--- config.mk ---
export PLATFORM = sky130hd
export DESIGN_NAME = uart_tx_arbiter
export DESIGN_NICKNAME = d
export VERILOG_FILES = /design/src/rtl/uart_tx_arbiter.sv
export SDC_FILE = /design/constraint.sdc
export NUM_CORES = 1
export LEC_CHECK = 0
export CORE_AREA = 3 3 69 71
export DETAILED_ROUTE_END_ITERATION = 10
export DIE_AREA = 0 0 72 74
export HOLD_SLACK_MARGIN = 0.08
export PLACE_DENSITY_LB_ADDON = 0.3
export SYNTH_ARGS = -nofsm -noshare
export SYNTH_HDL_FRONTEND = slang
export SYNTH_SLANG_ARGS = --single-unit
--- constraint.sdc ---
create_clock -name clk -period 2.8 [get_ports clk]
set_input_delay 0.84 -clock clk [delete_from_list [all_inputs] [get_ports clk]]
set_output_delay 0.84 -clock clk [all_outputs]
set_load 0.05 [all_outputs]
--- src/rtl/uart_tx_arbiter.sv ---
// Two-requester byte arbiter in front of a single UART transmitter.
// Round-robin at packet boundaries, grant held for a whole packet, strobes paced by byte time.
module uart_tx_arbiter #(
   parameter int unsigned CLOCKFRQ     = 240000000,
   parameter int unsigned BAUDRATE     = 3500000,
   parameter int unsigned BYTE_CYCLES  = (CLOCKFRQ / (BAUDRATE * 4)) * 44 + 4,
   parameter int unsigned LOCK_TIMEOUT = 65535
) (
   input  logic       clk,
   input  logic       nRst,
   input  logic       req0_valid,
   input  logic [7:0] req0_data,
   input  logic       req0_last,
   output logic       req0_ready,
   input  logic       req1_valid,
   input  logic [7:0] req1_data,
   input  logic       req1_last,
   output logic       req1_ready,
   output logic       transmit,
   output logic [7:0] tx_byte,
   output logic       grant,
   output logic       locked,
   output logic       busy,
   output logic       lock_err
);

   localparam int unsigned PW = $clog2(BYTE_CYCLES) + 1;
   localparam int unsigned TW = ($clog2(LOCK_TIMEOUT + 1) > 16) ? $clog2(LOCK_TIMEOUT + 1) : 16;
   localparam logic [PW-1:0] PaceLoad = PW'(BYTE_CYCLES - 2);
   localparam logic [TW-1:0] ToLimit  = TW'(LOCK_TIMEOUT);

   typedef enum logic [1:0] {StArb, StSend, StWait} state_t;

   state_t        state_q;
   logic [PW-1:0] pace_q;
   logic [TW-1:0] to_cnt_q;
   logic          last_grant_q;

   logic       elig0, elig1, sel, in_arb, accept, acc_last, idle_locked, to_expire;
   logic [7:0] acc_data;

   always_comb begin
      elig0       = req0_valid && (!locked || !grant);
      elig1       = req1_valid && (!locked || grant);
      sel         = (elig0 && elig1) ? ~last_grant_q : elig1;
      // Gate with nRst so a reset edge never coincides with a handshake
      in_arb      = nRst && (state_q == StArb);
      req0_ready  = in_arb && elig0 && !sel;
      req1_ready  = in_arb && elig1 && sel;
      accept      = req0_ready || req1_ready;
      acc_data    = sel ? req1_data : req0_data;
      acc_last    = sel ? req1_last : req0_last;
      idle_locked = (state_q == StArb) && locked && !(grant ? req1_valid : req0_valid);
      to_expire   = (LOCK_TIMEOUT != 0) && idle_locked && ((to_cnt_q + TW'(1)) == ToLimit);
   end

   assign busy = (state_q != StArb);

   always_ff @(posedge clk) begin
      if (!nRst) begin
         state_q      <= StArb;
         pace_q       <= '0;
         to_cnt_q     <= '0;
         last_grant_q <= 1'b1;
         transmit     <= 1'b0;
         tx_byte      <= 8'h00;
         grant        <= 1'b0;
         locked       <= 1'b0;
         lock_err     <= 1'b0;
      end else begin
         transmit <= 1'b0;
         lock_err <= 1'b0;
         unique case (state_q)
            StArb: begin
               if (accept) begin
                  tx_byte      <= acc_data;
                  grant        <= sel;
                  last_grant_q <= sel;
                  locked       <= ~acc_last;
                  to_cnt_q     <= '0;
                  transmit     <= 1'b1;
                  state_q      <= StSend;
               end else if (to_expire) begin
                  locked   <= 1'b0;
                  lock_err <= 1'b1;
                  to_cnt_q <= '0;
               end else if (idle_locked && (to_cnt_q != '1)) begin
                  to_cnt_q <= to_cnt_q + TW'(1);
               end
            end
            StSend: begin
               pace_q  <= PaceLoad;
               state_q <= (BYTE_CYCLES > 2) ? StWait : StArb;
            end
            StWait: begin
               if (pace_q != '0) pace_q <= pace_q - PW'(1);
               // Leave on the cycle the count reaches zero so accept spacing is BYTE_CYCLES
               if (pace_q <= PW'(1)) state_q <= StArb;
            end
            default: state_q <= StArb;
         endcase
      end
   end

endmodule

==> results of run 1 <==
## worst max-delay path, stage by stage
cell	delay, ns
clkdlybuf4s50_1	0.51
o21ai_2	0.11
buf_6	0.15
nor2_4	0.13
buf_12	0.15
## synthesized netlist by cell type (2+ instances only)
master,count,area [µm²]
buf_6,3,33.8
a21boi_0,7,52.6
ha_1,4,50.1
xnor2_1,10,87.6
nor3_1,4,20.0
a21oi_1,6,30.0
a32o_1,2,20.0
dfxtp_1,42,841
nand4_2,2,25.0
clkbuf_1,5,18.8
and3_2,2,15.0
nor2_1,25,93.8
nor2b_1,6,37.5
inv_1,9,33.8
nand4_1,9,56.3
o211a_1,8,80.1
o21ai_0,4,20.0
nand2_1,23,86.3
xor2_1,13,114
buf_4,2,15.0
and2_1,4,25.0
mux2i_1,10,100
and3_1,5,31.3
a31oi_1,4,25.0
a21o_1,3,22.5
nand4b_1,2,17.5
nand3_1,14,70.1
## final cells by class
cell class	count	share of cell area [%]
well taps	52	2.26
inverters	9	1.18
flip-flops and latches	42	29.3
clock inverters	3	0.828
repair buffers	55	18.3
multi-input cells	189	45.8
clock buffers	5	2.40
## logic make-up (layout without fill, tap and decap cells)
kind of cell / Yosys count / count (layout) / share of synthesized area, %
flops: 42 / 42 / 37.6
buf+inv: 21 / 72 / 4.92
simple gates: 105 / 105 / 25.2
xor+xnor: 23 / 23 / 9.00
mux: 10 / 10 / 4.47
compound gates: 47 / 47 / 16.6
fa+ha+maj: 4 / 4 / 2.24
## power groups by stage
stage / Combinational (mW) / Sequential [mW] / Clock, mW
floorplan: 0.257 / 0.773 / 0
global placement: 0.479 / 0.707 / 0
detailed placement: 0.483 / 0.709 / 0
CTS: 0.494 / 0.697 / 0.424
global route: 0.531 / 0.705 / 0.443
finish: 0.493 / 0.696 / 0.412
## placed cells by master (no fill, tap or decap), drive strengths merged, types with 3 or more instances in the layout
master,count
a21boi,8
a21o,3
a21oi,6
a31oi,4
and2,4
and3,7
buf,21
clkbuf,5
clkdlybuf4s50,33
dfxtp,42
ha,4
inv,10
mux2i,10
nand2,23
nand3,14
nand4,11
nor2,25
nor2b,6
nor3,4
o211a,8
o21ai,5
xnor2,10
xor2,13
## final timing paths
| kind | slack [ns] | cells after the start | from | to |
|---|---|---|---|---|
| worst min-delay path | 0.46 | 2 | pace_q[10] | pace_q[10] |
| worst max register to register | 0.42 | 8 | to_cnt_q[0] | to_cnt_q[1] |
| worst max-delay path | 0.07 | 5 | req1_valid | req1_ready |
| worst min register to register | 0.46 | 2 | pace_q[10] | pace_q[10] |
## per-layer routing
metal	GRT usage (%)	routed length (µm)	part of all wire, %	vias up
met5	0	0	0	-
met4	8.77	80	1.7	0
met3	5.54	226	4.8	6
met2	31.2	2230	47	43
met1	24.1	2210	47	909
li1	-	-	-	1002
## registers in the layout, indices dropped and copies added, names as in the netlist, 2 cells and up
name and flops:
tx_byte 8, pace_q 11, to_cnt_q 16, state_q 2
## metrics by stage
step	utilization, %	setup TNS, ns	std cells	setup WS (ns)	instance area [µm²]
6_report	66.9	0	355	0.0682	2870
2_1_floorplan	-	-0.0707	252	-0.0707	2250
3_5_place_dp	64.1	-0.273	346	-0.162	2750
5_1_grt	66.9	0	355	0.00879	2870
3_3_place_gp	64.1	-0.170	346	-0.108	2750
4_1_cts	66.9	0	355	0.0648	2870
## repair_timing
item / 4_1_cts / 5_1_grt
endpoints found under the setup margin: 2 / 0
resized for setup: 6 / 0
buffers inserted: 1 / 0
endpoints found under the hold margin: 0 / 0
==> reports/metrics.yaml, run 1 <==
status: "finished, final reports clean"
cts_tree: "done"
worstSetupStartpointType: "primary input"
hold_viol: 0
fillers: 357
max_freq_mhz: 366
grt_pass1_vias: 1845
htree_levels: 2
p_per_area_nw_per_um2: 557
vias_per_cell: 5.52
netlist_instances: 252
drv_slew: 0
antenna_found_initial: 0
drc: 0
clkLatencyLatePin_ns: 0.31
die_area_um2: 5330
rows: 24
root_buffer: "clkbuf_8"
multiInputGateArea_um2: 1320
vdd_drop_max_v: 0.000314
io_pins: 37
cp_data_required_time_ns: 1.96
synth-main-ff-cell: "dfxtp_1"
groute.usage.overall_pct: 19.3
die_h_um: 74
die_w_um: 72
final-setup-viol-count: 0
routabilityCongestion: 0.835
synth_edf_count: 0
yosysWarningCount: 0
power.total_mw: 1.60
arrival_ns: 1.89
port-buffer-count: 36
leakage_nw: 1.21
synth-seq-area-share_pct: 37.6
hpwl_mm: 3.54
areaGrowthSynthToFinish_pct: 28.3
rsz0062_at_grt: "false"
clock_path_buffers: 2
ys_seq_elements: 42
post-route-period-util_pct: 97.6
fin_nets: 328
drv_cap: 0
synth_area_um2: 2240
combPwrFrac_pct: 30.8
syn_nets: 278
period_minus_slack_ns: 2.73
postCtsHoldBufs: 0
firstDrtPassIters: 4
p_sw_share_pct: 34.6
worstPathMaxFanout: 5
switching_power_uw: 554
coreArea_um2: 4290
grt_first_pass_wirelength_mm: 8.09
drt_iter0_drc: 118
wire_per_inst_um: 13.4
via_count: 1960
clkTransAtPathRegs_ns: 0.09
skew_ns: 0.00837
slew_headroom_pct: 65.1
power_frac_seq_pct: 43.5
ant_nets: 0
regArea_um2: 841
crit_type: "in -> out"
synthArstFlopShare_pct: 0
antenna_cells: 0
fin_hold_ws_ns: 0.460
pwr-share-clk_pct: 25.7
cts_sinks: 42
p_int_mw: 1.05
critPathCaptureType: "primary output"
tightest_slew_ns: 0.522
hp-class: "reg -> reg"
cts_buffers: 5
initial_core_util_pct: 52.1
drive_gt1_share_pct: 14.5
grt_start_max_net_pins: 21
avgSynthCellArea_um2: 8.88
wl_mm: 4.74
grt_overflow: 0
synthDistinctLibCells: 51
No activity file was read; power rests on OpenSTA's default activity.
==> run 2: changes to the inputs <==
Settings changed: CORE_AREA 3 3 69 71 to 2 2 68 70, DIE_AREA 0 0 72 74 to 0 0 70 72.
==> run 2 against run 1 <==
  * Via count increased by 0.51%
  * Highest routed layer unchanged
  * Die area decreased by 5.4%
  * Register-to-register slack got worse by 0.14 ns
  * Combinational power increased by 2%
  * Global-route usage increased by 0.65 points
  * Wire length increased by 0.91%
  * Sequential cell count unchanged
  * Worst hold slack got worse by 0.011 ns
==> reports/metrics.yaml, run 2 (synthesis results as in run 1) <==
largest_register: "to_cnt_q"
cp_data_required_time_ns: 1.96  # about the same
status: "finished, final reports clean"
worstPathMaxFanout: 3  # -2
drive_gt1_share_pct: 13.0  # -1.6 points
worstRegToRegCells: 8  # unchanged
firstDrtPassIters: 4  # unchanged
vias_per_cell: 5.58  # +1.1%
drv_cap: 0  # unchanged
drc: 0  # unchanged
clock_path_buffers: 2  # unchanged
via_count: 1970  # +0.51%
top_regs: "to_cnt_q x16, pace_q x11, tx_byte x8"
grt_pass1_vias: 1848  # +0.16%
final_util_pct: 67.6  # +0.74 points
switching_power_uw: 536  # -3.4%
grt_overflow: 0  # unchanged
areaGrowthSynthToFinish_pct: 28.8
grt_start_max_net_pins: 21  # unchanged
drt_iter0_drc: 129  # +9.3%
setup_ws_ns: 0.0666  # -0.00163 ns
critPathCaptureType: "primary output"
cts_buffers: 5  # unchanged
routabilityCongestion: 0.858  # +2.7%
groute.usage.overall_pct: 20.0  # +0.65 points
leakage_nw: 1.22  # +0.82%
met3_usage_pct: 5.56  # +0.015 points
cpPeakStageDelay_ns: 0.44  # -0.07 ns
met2_usage_pct: 31.0  # -0.22 points
skew_ns: 0.00475  # -0.00362 ns
port-buffer-count: 36  # unchanged
rsz0062_at_grt: "false"
fin_hold_ws_ns: 0.449  # -0.0108 ns
coreArea_um2: 4260  # -0.70%
worstSetupStartpointType: "primary input"
drv_slew: 0  # unchanged
fin_nets: 326  # -0.61%
r2r_slack_ns: 0.28  # -0.14 ns
initial_core_util_pct: 52.5  # +0.37 points
fin_cells: 353  # -0.56%
power_frac_seq_pct: 42.0  # -1.5 points
antenna_found_initial: 0  # unchanged
hpwl_mm: 3.43  # -3.1%
root_buffer: "clkbuf_8"
slew_headroom_pct: 65.6  # +0.47 points
use_met1_pct: 26.3  # +2.2 points
die_w_um: 70  # -2.8%
ant_nets: 0  # unchanged
period_minus_slack_ns: 2.73  # +0.00163 ns
endpoint: "req0_ready"
crit_chain: "clkdlybuf4s50_1 > o21ai_1 > nand3_1 > nor2_4 > buf_12"
max_freq_mhz: 366  # about the same
post-route-period-util_pct: 97.6  # about the same
crit_path_top_delay_cell: "clkdlybuf4s50_1"
final_common_cell: "dfxtp_1"
antenna_cells: 0  # unchanged
io_pins: 37  # unchanged
die_h_um: 72  # -2.7%
crit_start: "req1_valid"
dp_slack_ns: -0.0736  # +0.0881 ns
fillers: 352  # -1.4%
pwr-share-clk_pct: 27.8  # +2.1 points
p_per_area_nw_per_um2: 575  # +3.2%
final-setup-viol-count: 0  # unchanged
placed_cells: 345  # -0.29%
htree_levels: 2  # unchanged
tightest_slew_ns: 0.515  # -0.00702 ns
wl_mm: 4.79  # +0.91%
grt-busiest-layer: "met2"
clkLatencyLatePin_ns: 0.29  # -0.02 ns
cts_sinks: 42  # unchanged
final_cell_mix: "dfxtp_1, clkdlybuf4s50_1, nand2_1, nor2_1, buf_4"
grt_first_pass_wirelength_mm: 8.14  # +0.61%
combPwrFrac_pct: 30.3  # -0.5 points
die_area_um2: 5040  # -5.4%
clkTransAtPathRegs_ns: 0.08  # about the same
wire_per_inst_um: 13.6  # +1.5%
p_int_mw: 1.12  # +7.3%
crit_type: "in -> out"
r2r_end: "to_cnt_q[15]"
hold_viol: 0  # unchanged
cts_tree: "done"
arrival_ns: 1.89  # about the same
hp-class: "reg -> reg"
r2r-start: "to_cnt_q[0]"
vdd_drop_max_v: 0.000388  # +24%
rows: 24  # unchanged
p_sw_share_pct: 32.3  # -2.3 points
post_cts.repair.setup_buffers: 0  # -1
largest_register_ff_count: 16  # unchanged
-- run 2: cell types whose count changed in the layout (fill, tap and decap cells not counted), moves of 2 or more --
cell        delta
buf_4          -3
clkbuf_8       +3
buf_12         +2
clkinvlp_4     -2
-- run 2: metal layers --
layer,vias up,part of all wire [%]
li1,993,-
met1,910,47
met2,56,44
met3,11,6.0
met4,0,2.5
met5,-,0
-- run 2: final cells by class --
cell class	count	area, µm²	area share [%]
well taps	52	65.1	2.26
clock buffers	8	110	3.82
multi-input cells	189	1300	45.2
inverters	9	33.8	1.17
flip-flops and latches	42	841	29.2
repair buffers	53	532	18.4
-- run 2: critical path, delay by kind of cell --
kind                   cells  cell delay, ns
AOI/OAI and AO/OA          1            0.14
buffers and inverters      2            0.58
and+or+nand+nor            2            0.33
-- run 2: what timing repair did --
item | 4_1_cts | 5_1_grt
pin swaps | 3 | 0
gates resized for setup | 1 | 1
hold buffers | 0 | 0
endpoints found under the setup margin | 2 | 1
hold endpoints to repair | 0 | 0
-- run 2: per-stage QoR --
step                      TNS, ns  instance area (µm²)  total power [mW]
after CTS                       0                 2880              1.66
after detailed placement   -0.109                 2770              1.21
after global routing            0                 2880              1.73
after global placement    -0.0701                 2770              1.20
after floorplan           -0.0707                 2250              1.03
final                           0                 2880              1.66
-- run 2: power groups by stage --
stage / Sequential, mW / Combinational, mW / Clock, mW
2_1_floorplan: 0.773 / 0.257 / 0
3_3_place_gp: 0.707 / 0.491 / 0
3_5_place_dp: 0.709 / 0.499 / 0
4_1_cts: 0.695 / 0.502 / 0.467
5_1_grt: 0.703 / 0.544 / 0.485
6_report: 0.696 / 0.502 / 0.460
-- run 2: worst min-delay path by stage --
stage / cells after the start / end / slack, ns / startpoint
floorplan: 2 / pace_q[10] / 0.42 / pace_q[10]
global placement: 2 / pace_q[10] / 0.44 / pace_q[10]
detailed placement: 2 / pace_q[10] / 0.44 / pace_q[10]
CTS: 2 / pace_q[10] / 0.45 / pace_q[10]
global route: 2 / pace_q[10] / 0.48 / pace_q[10]
finish: 2 / pace_q[10] / 0.45 / pace_q[10]
